## config.mk

```make
export PLATFORM = sky130hd
export DESIGN_NAME = debug_hexmon
export DESIGN_NICKNAME = d
export VERILOG_FILES = /design/src/rtl/debug_hexmon.sv
export SDC_FILE = /design/constraint.sdc
export NUM_CORES = 1
export LEC_CHECK = 0
export ABC_AREA = 1
export CAP_MARGIN = 25
export CORE_MARGIN = 1
export CORE_UTILIZATION = 40
export CTS_BUF_LIST = sky130_fd_sc_hd__clkbuf_4 sky130_fd_sc_hd__clkbuf_8
export DETAILED_ROUTE_END_ITERATION = 8
export PLACE_DENSITY = 0.57
export RECOVER_POWER = 25
export SYNTH_ARGS = -nofsm -noshare
export SYNTH_HDL_FRONTEND = slang
export SYNTH_SLANG_ARGS = --single-unit
```

## constraint.sdc

```tcl
create_clock -name clk25 -period 8.3 [get_ports clk25]
set_input_delay 1.245 -clock clk25 [delete_from_list [all_inputs] [get_ports clk25]]
set_output_delay 1.245 -clock clk25 [all_outputs]
set_load 0.02 [all_outputs]
```

## src/rtl/debug_hexmon.sv

```systemverilog
// Debug probe monitor: latches NCH probe channels, keeps a ring history of one
// channel and drives an active-low hex display with freeze/browse through history.
module debug_hexmon #(
  parameter int NCH     = 3,
  parameter int W       = 16,
  parameter int DIGITS  = 4,
  parameter int SEL_W   = 2,
  parameter int HIST_CH = 0,
  parameter int DEPTH   = 16,
  parameter int AW      = 4
) (
  input  logic                  clk25,
  input  logic                  reset_n,
  input  logic [NCH*W-1:0]      ch_data,
  input  logic [NCH-1:0]        ch_strobe,
  input  logic [SEL_W-1:0]      sel,
  input  logic                  freeze,
  input  logic                  hist_prev,
  input  logic                  hist_next,
  output logic [7*DIGITS-1:0]   seg,
  output logic [AW-1:0]         hist_offset,
  output logic [AW:0]           hist_count,
  output logic                  wrapped
);

  localparam int SW = 4 * DIGITS;

  logic [W-1:0]          cap_r [NCH];
  logic [W-1:0]          mem_r [DEPTH];
  logic [AW-1:0]         wptr_r;
  logic [AW-1:0]         hist_offset_r;
  logic [AW:0]           hist_count_r;
  logic                  wrapped_r;
  logic                  prev_q_r;
  logic                  next_q_r;
  logic [7*DIGITS-1:0]   seg_r;

  logic                  hist_we_s;
  logic                  prev_edge_s;
  logic                  next_edge_s;
  logic [AW-1:0]         rd_idx_s;
  logic [SW-1:0]         src_s;
  logic                  blank_s;
  logic [7*DIGITS-1:0]   seg_next_s;

  function automatic logic [6:0] hex7(input logic [3:0] nib);
    case (nib)
      4'h0:    hex7 = 7'h40;
      4'h1:    hex7 = 7'h79;
      4'h2:    hex7 = 7'h24;
      4'h3:    hex7 = 7'h30;
      4'h4:    hex7 = 7'h19;
      4'h5:    hex7 = 7'h12;
      4'h6:    hex7 = 7'h02;
      4'h7:    hex7 = 7'h78;
      4'h8:    hex7 = 7'h00;
      4'h9:    hex7 = 7'h10;
      4'hA:    hex7 = 7'h08;
      4'hB:    hex7 = 7'h03;
      4'hC:    hex7 = 7'h46;
      4'hD:    hex7 = 7'h21;
      4'hE:    hex7 = 7'h06;
      4'hF:    hex7 = 7'h0E;
      default: hex7 = 7'h7F;
    endcase
  endfunction

  assign hist_we_s   = ~freeze & ch_strobe[HIST_CH];
  assign prev_edge_s = hist_prev & ~prev_q_r;
  assign next_edge_s = hist_next & ~next_q_r;
  assign rd_idx_s    = wptr_r - AW'(1) - hist_offset_r;

  // Probe capture registers and history bookkeeping.
  always_ff @(posedge clk25 or negedge reset_n) begin
    if (!reset_n) begin
      for (int i = 0; i < NCH; i++) cap_r[i] <= '0;
      wptr_r       <= '0;
      hist_count_r <= '0;
      wrapped_r    <= 1'b0;
    end else if (!freeze) begin
      for (int i = 0; i < NCH; i++) begin
        if (ch_strobe[i]) cap_r[i] <= ch_data[i*W +: W];
      end
      if (ch_strobe[HIST_CH]) begin
        wptr_r <= wptr_r + AW'(1);
        if (hist_count_r == (AW+1)'(DEPTH)) wrapped_r <= 1'b1;
        else hist_count_r <= hist_count_r + (AW+1)'(1);
      end
    end
  end

  // History storage; contents are meaningless until hist_count says otherwise.
  always_ff @(posedge clk25) begin
    if (hist_we_s) mem_r[wptr_r] <= ch_data[HIST_CH*W +: W];
  end

  // Key edge detection and browse offset.
  always_ff @(posedge clk25 or negedge reset_n) begin
    if (!reset_n) begin
      prev_q_r      <= 1'b0;
      next_q_r      <= 1'b0;
      hist_offset_r <= '0;
    end else begin
      prev_q_r <= hist_prev;
      next_q_r <= hist_next;
      if (!freeze) begin
        hist_offset_r <= '0;
      end else if (prev_edge_s && !next_edge_s) begin
        if (hist_count_r != '0 && {1'b0, hist_offset_r} < hist_count_r - (AW+1)'(1))
          hist_offset_r <= hist_offset_r + AW'(1);
      end else if (next_edge_s && !prev_edge_s) begin
        if (hist_offset_r != '0) hist_offset_r <= hist_offset_r - AW'(1);
      end
    end
  end

  // Display source selection and hex encoding.
  always_comb begin
    src_s   = '0;
    blank_s = 1'b1;
    if (int'(sel) < NCH) begin
      src_s[W-1:0] = cap_r[sel];
      blank_s      = 1'b0;
    end else if (int'(sel) == NCH) begin
      if (hist_count_r != '0) begin
        src_s[W-1:0] = mem_r[rd_idx_s];
        blank_s      = 1'b0;
      end else begin
        blank_s = 1'b1;
      end
    end else begin
      blank_s = 1'b1;
    end
    for (int d = 0; d < DIGITS; d++) begin
      seg_next_s[7*d +: 7] = blank_s ? 7'h7F : hex7(src_s[4*d +: 4]);
    end
  end

  // Registered segment drive.
  always_ff @(posedge clk25 or negedge reset_n) begin
    if (!reset_n) seg_r <= '1;
    else          seg_r <= seg_next_s;
  end

  assign seg         = seg_r;
  assign hist_offset = hist_offset_r;
  assign hist_count  = hist_count_r;
  assign wrapped     = wrapped_r;

endmodule

```

* Yosys cells after proc, flatten, opt, wreduce, memory -nomap -nowiden
Memories as Yosys holds them, arrays and structs flattened.
Index checks and enable logic that the tools add are counted.
** Storage, ports and cells
- Memory bits (read-only) :: 448
- Word-level logic and storage cells :: 71
- Flip-flop bits (word level) :: 92
- Memories kept :: 5
- Bits of input ports :: 58
- Output and inout port bits :: 38
- RAM bits :: 256
** Memory list
- mem_r :: words 16, width 16, rd ports 1, clocked after Yosys merged registers in 0, wr ports 1, line 29 : logic [W-1:0] mem_r [DEPTH];
- (name not given) :: words 16, width 7, rd ports 1, clocked after Yosys merged registers in 0, wr ports 0, line 47 : case (nib)
- (name not given) :: words 16, width 7, rd ports 1, clocked after Yosys merged registers in 0, wr ports 0, line 47
- (name not given) :: words 16, width 7, rd ports 1, clocked after Yosys merged registers in 0, wr ports 0, line 47
- (name not given) :: words 16, width 7, rd ports 1, clocked after Yosys merged registers in 0, wr ports 0, line 47
** Operators by class
- $lt $le $gt $ge :: 3
- Reduce and logical (&&, ||, !) cells :: 13
- Bitwise logic cells :: 8
- Equal/unequal tests :: 5
- Mux-type cells :: 20
- Add/subtract/negate cells :: 7
** Operator list (number)
- 16-bit 2-to-1 mux :: 5
- 16-bit binary-select mux with 2-bit select :: 1
- 7-bit 2-to-1 mux :: 4
- 4-bit 2-to-1 mux :: 5
- 3-bit AND reduction :: 3
- 4-bit by 1-bit adder with 4-bit output (second input constant) :: 2
- 4-bit by 1-bit subtractor with 4-bit output (second input constant) :: 2
- 3-bit by 1-bit != test with 1-bit output (second input constant) :: 2
- 2-bit AND reduction :: 3
- 5-bit by 1-bit adder with 5-bit output (second input constant) :: 1
- 5-bit == test (second input constant) :: 1
- 4-bit by 5-bit less-than comparator with 1-bit output :: 1
- 1-bit 2-to-1 mux :: 5
- 5-bit nonzero test :: 1
- 5-bit by 1-bit subtractor with 5-bit output (second input constant) :: 1
- 1-bit inverter :: 4
- 4-bit nonzero test :: 1
- 4-bit subtractor :: 1
- 1-bit AND :: 3
- 3-bit greater-or-equal comparator (second input constant) :: 1
- 1-bit logical AND :: 3
- 3-bit by 2-bit != test with 1-bit output (second input constant) :: 1
- 2-bit inverter with 3-bit output :: 1
- 2-bit by 1-bit == test with 1-bit output (second input constant) :: 1
- other kinds (2) :: 3

* Longest topological paths before layout
Gate-level depths: netlist of run 1.
An unclocked memory read counts as a cell.
- Depth in word-level cells :: 8
- Gate-level depth with buffers :: 20
- Gate-level depth less buffers :: 19

* Least setup slack after synthesis of run 1
No wires, ideal clock.
- Kind :: input -> register
- From :: input port freeze
- To :: memory mem_r[10][0], enable pin
- Setup time :: 388 ps
- Arrival :: 2794 ps
- Path buffers :: 1
- Stages on the path :: 6
- Required time :: 7912 ps
- Slack :: 5118 ps
- Cells stage by stage :: clkinv_1 -> nand2_1 -> inv_1 -> clkbuf_1 -> nand2_1 -> nor2_1
** Between the ends
- Cells in the longest elaborated chain, start to end :: 4
** RTL lines
- start, declared :: line 17 : input logic freeze,
- 1-bit inverter (no line)
- 1-bit AND :: line 68 : assign hist_we_s = ~freeze & ch_strobe[HIST_CH];
- 1-bit 2-to-1 mux :: line 94 : if (hist_we_s) mem_r[wptr_r] <= ch_data[HIST_CH*W +: W];
- 1-bit 2-to-1 mux (implied by the code) :: line 94
- end, declared :: line 29
No other way between the ends.

==> flow_summary.toml, run 1 <==
[run_status]
status = "finished, violations left"
violations = "capacitance limit, slew limit"

[clock_network]
htreeDepth = 2
cts.sinks = 348
path_clk_slew_ps = 60
tritoncts = "yes"
postCtsHoldBufs = 0
cts_made_buffers = 60
cts_resized = 0
cts_root_buffer = "clkbuf_8"
cts_setup_buffers = 0
clk_latency_ps = 650
max-clock-path-buffers = 3

[sta]
finalHoldViolCount = 0
maxSlewViolCount = 72
setup_ws_ps = 3190
rsz0062_at_grt = "false"
fin_setup_tns_ps = 0
finalCritPeriodShare = 0.616
post-route-min-period_ps = 5110
worstMarginPinSlew_ps = 3790
setup_viol = 0
skew_ps = 31.0
clock.fmax_ghz = 0.196
slew_headroom = -1.53

[die]
die-area_um2 = 39700
die_y_um = 199
ios = 96
rows = 71
start_util = 0.410
fp.coreArea_um2 = 38000
die_w_um = 199

[synthesis]
yosysSeqAreaShare = 0.643
synth_cell_types = 35
synth_area_leader_cell = "edfxtp_1"
async_flop_share = 0.264
syn_nets = 1610
synth_area_um2 = 15600
yosysTopAreaCellShare = 0.493
synth_edf_count = 256
ys.flop_type = "edfxtp_1"
yosysWarnings = 0
synthMostInstantiatedCell = "nand2_1"
syn_avg_cell_area_um2 = 10.3
ys_seq_elements = 348
synthTopCellsByArea = "edfxtp_1 49%, nand2_1 15%, dfrtp_1 10%, nand3_1 6.9%, dfstp_2 4.7%"
synthCells = 1516
synth_commonest_cells = "620 x nand2_1, 256 x edfxtp_1, 215 x nand3_1"

[placed_design]
place_congestion = 0.867
portBuffers = 95
hpwl_mm = 27.1
post-place-ws_ps = 3700

[routing]
first_pass_iters = 6
drt-total-wl_mm = 42.9
drtAntennaViolNets = 0
routedWlPerCell_um = 19.7
initialDrtViolationCount = 984
drcViolationCount = 0
num_vias = 11200
drt-vias-per-instance = 5.12

[grt]
grt-ovfl-total = 0
grt_usage = 0.221
grt_pass1_wl_mm = 64.4
grt_pass1_vias = 11000
grt_max_degree = 81
antenna_found_initial = 1

[critical_path]
cp-end-kind = "asynchronous set/reset pin"
critPathKind = "in2async"
cp.arrival_ps = 4980
cp.required_ps = 8170
critPathMaxFanout = 71
worst_setup_path_start_kind = "input port"
path_cells = "clkbuf_1, clkbuf_1, clkbuf_1"
max_stage_delay_ps = 2700
crit_top_cell = "clkbuf_1"
slowest_stage = "clkbuf_1"

[pwr]
p_per_area_nw_per_um2 = 424
vdd_ir_drop_max_uv = 319
p_leak_nw = 7.49

[finish]
fin_util = 0.480
syn2layout_area_growth_pct = 17.1
nFillCells = 3598
multiInputGateArea_um2 = 5080
drive_above_1_share = 0.124
antennaDiodeCount = 0
register_area_um2 = 10000
fin_nets = 1716

[job]
cap_violations = 1

[hold_path]
min_path_type = "reg2reg"
==> cells by family after synthesis <==
family,count (synthesis),share of synthesized area
compound gates,56,0.0195
fa+ha+maj,36,0.0299
xor+xnor,15,0.00892
buf+inv,122,0.0337
flops,348,0.643
simple gates,907,0.241
mux,32,0.0231
==> sequential cells by signal (all words and copies together), names as in the netlist <==
| signal | count |
|---|---|
| prev_q_r | 1 |
| mem_r | 256 |
| next_q_r | 1 |
| seg | 28 |
| wptr_r | 4 |
| hist_offset | 4 |
| wrapped | 1 |
| cap_r | 48 |
| hist_count | 5 |
==> critical path: cells and delay by family <==
kind,cells,cell delay (ps)
buffers and inverters,3,3680
==> per-stage QoR <==
step                      instance area [um2]  cells  hold WS [ps]  power, W
after floorplan                         15600   1516           444   0.00484
after CTS                               18200   2177           391   0.00776
after detailed placement                17000   2067           467   0.00613
final                                   18200   2181           479   0.00774
after global placement                  17000   2066           468   0.00611
after global routing                    18200   2181           513   0.00827
==> metal layers <==
metal / GRT usage / wire (um)
met5: 0 / 0
met4: 0.0772 / 1150
met3: 0.0424 / 2840
met2: 0.342 / 19400
met1: 0.311 / 19500
==> path summary, 6_finish.rpt <==
kind	cells after the start	end	slack (ps)	from
setup / recovery	3	cap_r[33]$_DFFE_PN0P_	3190	reset_n
setup reg to reg	20	seg[0]$_DFF_PN1_	3710	hist_offset[0]$_DFFE_PN0P_
hold / removal	2	cap_r[33]$_DFFE_PN0P_	480	cap_r[33]$_DFFE_PN0P_
min in group asynchronous	1	cap_r[12]$_DFFE_PN0P_	630	reset_n
hold reg to reg	2	cap_r[33]$_DFFE_PN0P_	480	cap_r[33]$_DFFE_PN0P_
max in group clk25	20	seg[0]$_DFF_PN1_	3710	hist_offset[0]$_DFFE_PN0P_
==> layout make-up <==
cell class / instances / share of cell area
sequential: 348 / 0.549
multi-input combinational: 1046 / 0.279
clock buffer: 89 / 0.0603
timing repair buffer: 106 / 0.0555
tap: 511 / 0.0350
inverter: 60 / 0.0124
clock inverter: 21 / 0.00878
==> layout by cell type (no fill, tap or decap), types with 32 or more instances in the layout <==
cell type and n:
ha_1 33, nand2_1 620, nor2_1 33, clkdlybuf4s50_1 85, dfrtp_1 64, clkbuf_8 69
mux2_2 32, edfxtp_1 256, nand3_1 215, inv_1 51
==> power by group <==
part	leakage (nW)	total [W]	switching, W	internal (W)
logic	3.47	0.00392	0.00279	0.00113
registers	3.36	0.00221	0.000103	0.00210
clock network	0.665	0.00162	0.000710	0.000909
total	7.49	0.00774	0.00360	0.00414
(Power assumes the default switching activity.)
==> inputs of run 2 (changes only) <==
- PLACE_DENSITY: 0.57 -> 0.6
- clock period: 8.3 -> 4.6 ns (I/O delays scaled with it)
==> run 2 against run 1 <==
The run still ends with capacitance limit, slew limit left. Largest power group unchanged. First-iteration DRC count shrank 21%. Sequential share of layout area shrank 0.18 points. Die area is the same. Final cell count grew 0.55%.
==> flow_summary.toml, run 2 (same netlist as run 1, synthesis figures left out) <==
[finish]
stdcell_area_um2 = 18300
layout_common_cells = "620 x nand2_1, 256 x edfxtp_1, 215 x nand3_1"
fin_util = 0.482
nFillCells = 3641
final_common_cell = "nand2_1"
largest_reg_flops = 256
top_register = "mem_r"
syn2layout_area_growth_pct = 17.5
antennaDiodeCount = 0
drive_above_1_share = 0.131
fin_nets = 1735

[sta]
finalCritPeriodShare = 0.789
slew_headroom = -0.670
fin_setup_tns_ps = 0
maxSlewViolCount = 48
finalHoldViolCount = 0
worstMarginPinSlew_ps = 2510
skew_ps = 18.9
setup_viol = 0
post-route-min-period_ps = 3630
clock.fmax_ghz = 0.276
rsz0062_at_grt = "false"
setup_ws_ps = 973

[critical_path]
crit_family = "simple AND/OR/NAND/NOR gates"
worst-r2r-cell-count = 18
critPathKind = "reg2reg"
max_stage_delay_ps = 600
cp.required_ps = 5130
crit_buf_inv = 5
crit_cells = 18
critPathMaxFanout = 36
r2r_start = "hist_offset[0]$_DFFE_PN0P_"
reg2reg_to = "seg[7]$_DFF_PN1_"
cp.arrival_ps = 4160
r2r_slack_ps = 970
critPathCapture = "seg[7]$_DFF_PN1_"
path_cells = "inv_1, ha_4, inv_1, fa_2, inv_2, nand3_1, nand2_1, nand2_1, nand2_1, nand2_1, nand3_1, nand2_1, inv_1, ha_1, inv_1, nand3_1, nand3_1, nand3_1"
cp-end-kind = "register"
startpoint = "hist_offset[0]$_DFFE_PN0P_"
slowest_stage = "inv_2"
worst_setup_path_start_kind = "register"

[grt]
grt_max_degree = 84
grt_pass1_vias = 11300
grt_usage = 0.209
grt_pass1_wl_mm = 62.6
antenna_found_initial = 0
grt-ovfl-total = 0

[routing]
first_pass_iters = 5
routedWlPerCell_um = 18.4
num_vias = 11200
drt-total-wl_mm = 40.3
initialDrtViolationCount = 782
drt-vias-per-instance = 5.11
drcViolationCount = 0
drtAntennaViolNets = 0

[die]
die_w_um = 199
die_y_um = 199
start_util = 0.410
fp.coreArea_um2 = 38000
rows = 71
die-area_um2 = 39700
ios = 96

[clock_network]
htreeDepth = 2
cts.sinks = 348
path_clk_slew_ps = 60
tritoncts = "yes"
postCtsHoldBufs = 0
cts_root_buffer = "clkbuf_8"
cts_resized = 0
clk_latency_ps = 610
max-clock-path-buffers = 3
cts_setup_buffers = 0
cts_made_buffers = 56

[pwr]
comb_power_share = 0.512
power.share.switching = 0.454
switchingPower_w = 0.00614
vdd_ir_drop_max_uv = 1040
p_int_w = 0.00739
p_per_area_nw_per_um2 = 739
clkPwrFrac = 0.194
p_leak_nw = 7.56
seq_power_share = 0.295

[job]
cap_violations = 1

[placed_design]
placed_cell_area_um2 = 17200
post-place-ws_ps = 1000
hpwl_mm = 25.6
place_congestion = 0.867
portBuffers = 95

[run_status]
violations = "capacitance limit, slew limit"
status = "finished, violations left"

[hold_path]
min_path_type = "reg2reg"
## run 2: stage by stage
| step | power, W | hold slack (ps) | cells |
|---|---|---|---|
| detailed placement | 0.0110 | 460 | 2093 |
| finish | 0.0135 | 472 | 2193 |
| global route | 0.0146 | 512 | 2193 |
| CTS | 0.0136 | 78.7 | 2192 |
| floorplan | 0.00874 | 394 | 1516 |
| global placement | 0.0109 | 463 | 2093 |
## run 2: cell type report
| type | count | area [um2] | area share |
|---|---|---|---|
| Clock buffer | 82 | 991 | 0.0541 |
| Clock inverter | 17 | 100 | 0.00547 |
| Inverter | 60 | 226 | 0.0124 |
| Multi-Input combinational cell | 1046 | 5080 | 0.278 |
| Sequential cell | 348 | 10000 | 0.548 |
| Tap cell | 511 | 639 | 0.0349 |
| Timing Repair Buffer | 129 | 1240 | 0.0679 |
## run 2: routing by layer
layer	up-vias	GRT usage	wire [um]	part of all wire
met5	-	0	0	0
met2	312	0.341	19000	0.47
met3	79	0.0332	2230	0.055
met1	5476	0.283	18000	0.45
met4	0	0.0701	1050	0.026
li1	5344	-	-	-
## run 2: tightest hold or removal path, stage by stage (launching register included)
cell	delay [ps]
dfrtp_1	340
nand2_1	50
nand2_1	50
## run 2: power by group through the flow
stage / clock [W] / combinational, W / sequential, W
after floorplan: 0 / 0.00457 / 0.00417
after global placement: 0 / 0.00690 / 0.00405
after detailed placement: 0 / 0.00694 / 0.00405
after CTS: 0.00267 / 0.00697 / 0.00399
after global routing: 0.00282 / 0.00778 / 0.00402
final: 0.00262 / 0.00692 / 0.00399
## run 2: how the worst min path moves through the flow
stage,startpoint,slack [ps],cells after the start,end
global placement,cap_r[41]$_DFFE_PN0P_,460,2,cap_r[41]$_DFFE_PN0P_
CTS,reset_n,80,1,cap_r[28]$_DFFE_PN0P_
floorplan,reset_n,390,0,cap_r[0]$_DFFE_PN0P_
finish,cap_r[45]$_DFFE_PN0P_,470,2,cap_r[45]$_DFFE_PN0P_
detailed placement,cap_r[45]$_DFFE_PN0P_,460,2,cap_r[45]$_DFFE_PN0P_
global route,cap_r[42]$_DFFE_PN0P_,510,2,cap_r[42]$_DFFE_PN0P_
==> inputs of run 3 (changes only) <==
- clock period: 4.6 -> 3.21 ns (I/O delays scaled with it)
==> run 3 against run 2 <==
The flow now finishes without violations. Sequential share of layout area shrank 1.7 points. Clock power rose by 44%. Combinational power up 52%. Count of clock-buffer cells in the layout down 3. Register-to-register slack got worse by 840 ps. Non-clock buffer count up 40. Sequential power is 43% higher. Flip-flop and latch count did not move. Fmax grew 18%. Global-route usage up 0.74 points. Critical path depth stayed put. Design area rose by 3.1%. Highest routed layer unchanged.
==> flow_summary.toml, run 3 (same netlist as run 1, synthesis figures left out) <==
[finish]
layout_common_cells = "614 x nand2_1, 256 x edfxtp_1, 213 x nand3_1"
multiInputGateArea_um2 = 5120
drive_above_1_share = 0.163
nFillCells = 3536
largest_reg_flops = 256
top_register = "mem_r"
register_area_um2 = 10000
final_common_cell = "nand2_1"
syn2layout_area_growth_pct = 21.2
antennaDiodeCount = 0
fin_nets = 1777
fin_util = 0.497

[die]
die_w_um = 199
rows = 71
start_util = 0.410
die-area_um2 = 39700
die_y_um = 199
fp.coreArea_um2 = 38000
ios = 96

[critical_path]
reg2reg_to = "seg[1]$_DFF_PN1_"
worst_setup_path_start_kind = "register"
worst-r2r-cell-count = 18
slowest_stage = "fa_2"
critPathKind = "reg2reg"
crit_buf_inv = 5
r2r_start = "wptr_r[0]$_DFFE_PN0P_"
crit_top_cell = "nand2_1"
r2r_slack_ps = 130
max_stage_delay_ps = 670
cp.required_ps = 3750
cp.arrival_ps = 3630
crit_cells = 18
crit_family = "adder cells"
cp-end-kind = "register"
critPathMaxFanout = 21
path_cells = "ha_4, inv_1, fa_2, buf_4, clkbuf_16, nand3_1, nand2_1, nand2_1, nand2_1, nand2_1, nand3_1, nand2_1, inv_2, ha_1, inv_1, a21oi_1, a21oi_1, nand2_1"

[pwr]
comb_power_share = 0.527
power.share.switching = 0.443
p_per_area_nw_per_um2 = 1060
switchingPower_w = 0.00886
p_leak_nw = 7.82
seq_power_share = 0.284
vdd_ir_drop_max_uv = 719
p_int_w = 0.0111
clkPwrFrac = 0.188

[clock_network]
htreeDepth = 2
path_clk_slew_ps = 60
cts.sinks = 348
cts_root_buffer = "clkbuf_8"
tritoncts = "yes"
cts_made_buffers = 58
clk_latency_ps = 630
max-clock-path-buffers = 3

[sta]
fin_setup_tns_ps = 0
skew_ps = 15.9
setup_viol = 0
post-route-min-period_ps = 3080
finalCritPeriodShare = 0.960
slew_headroom = 0.148
finalHoldViolCount = 0
maxSlewViolCount = 0
clock.fmax_ghz = 0.324
worstMarginPinSlew_ps = 1280

[hold_path]
min_path_type = "in2reg"
hold_path_depth = 1
hold_end = "prev_q_r$_DFF_PN0_"
min-delay-start = "hist_prev"

[job]
cap_violations = 0

[routing]
drtAntennaViolNets = 0
drt-vias-per-instance = 5.03
num_vias = 11300
routedWlPerCell_um = 18.4
initialDrtViolationCount = 741
drcViolationCount = 0
drt-total-wl_mm = 41.3
first_pass_iters = 5

[grt]
grt_max_degree = 55
grt-ovfl-total = 0
grt_pass1_vias = 11600
grt_pass1_wl_mm = 65.0
grt_usage = 0.216
antenna_found_initial = 0

[placed_design]
hpwl_mm = 26.6
place_congestion = 0.864
portBuffers = 95

[run_status]
status = "finished, final reports clean"
[run 3: cell types whose count changed in the layout (fill, tap and decap cells not counted), moves of 5 or more]
cell      change
buf_4        +24
buf_12       +16
clkinv_2      +7
nand2_1       -6
inv_1         -5
nand2_2       +5
[run 3: per-stage QoR]
stage               hold slack, ps  instances  area, um2  worst slack (ps)  power (W)
floorplan                      186       1516      15600               254     0.0125
global placement               462       2129      17700               171     0.0161
detailed placement             465       2129      17700               132     0.0161
CTS                            298       2235      18800               112     0.0199
global route                   422       2239      18900             -19.6     0.0217
finish                         451       2239      18900               128     0.0200
[run 3: timing repair]
item / in CTS / in global routing
hold buffers: 1 / 0
setup endpoints to repair: 0 / 24
hold endpoints to repair: 30 / 0
buffers inserted: 0 / 3
gates resized for setup: 0 / 20
[run 3: cell type report]
class / count / area share
clock buffer: 79 / 0.0506
clock inverter: 26 / 0.00775
inverter: 60 / 0.0121
multi-input combinational: 1046 / 0.271
sequential: 348 / 0.531
tap: 511 / 0.0339
timing repair buffer: 169 / 0.0932
[run 3: power groups by stage]
stage	logic, W	clock network [W]	registers, W
4_1_cts	0.0104	0.00387	0.00570
3_3_place_gp	0.0103	0	0.00577
5_1_grt	0.0119	0.00408	0.00574
2_1_floorplan	0.00655	0	0.00598
6_report	0.0105	0.00377	0.00569
3_5_place_dp	0.0103	0	0.00578
[run 3: worst max path at each step]
stage	startpoint	end
floorplan	hist_offset[0]$_DFFE_PN0P_	seg[15]$_DFF_PN1_
global placement	hist_offset[0]$_DFFE_PN0P_	seg[0]$_DFF_PN1_
detailed placement	hist_offset[0]$_DFFE_PN0P_	seg[3]$_DFF_PN1_
CTS	hist_offset[0]$_DFFE_PN0P_	seg[3]$_DFF_PN1_
global route	hist_offset[0]$_DFFE_PN0P_	seg[1]$_DFF_PN1_
finish	wptr_r[0]$_DFFE_PN0P_	seg[1]$_DFF_PN1_
[run 3: routing by layer]
layer	routed length (um)	up-vias	GRT usage
met4	1140	0	0.0749
li1	-	5435	-
met5	0	-	0
met3	2410	77	0.0437
met1	18200	5445	0.290
met2	19500	310	0.349
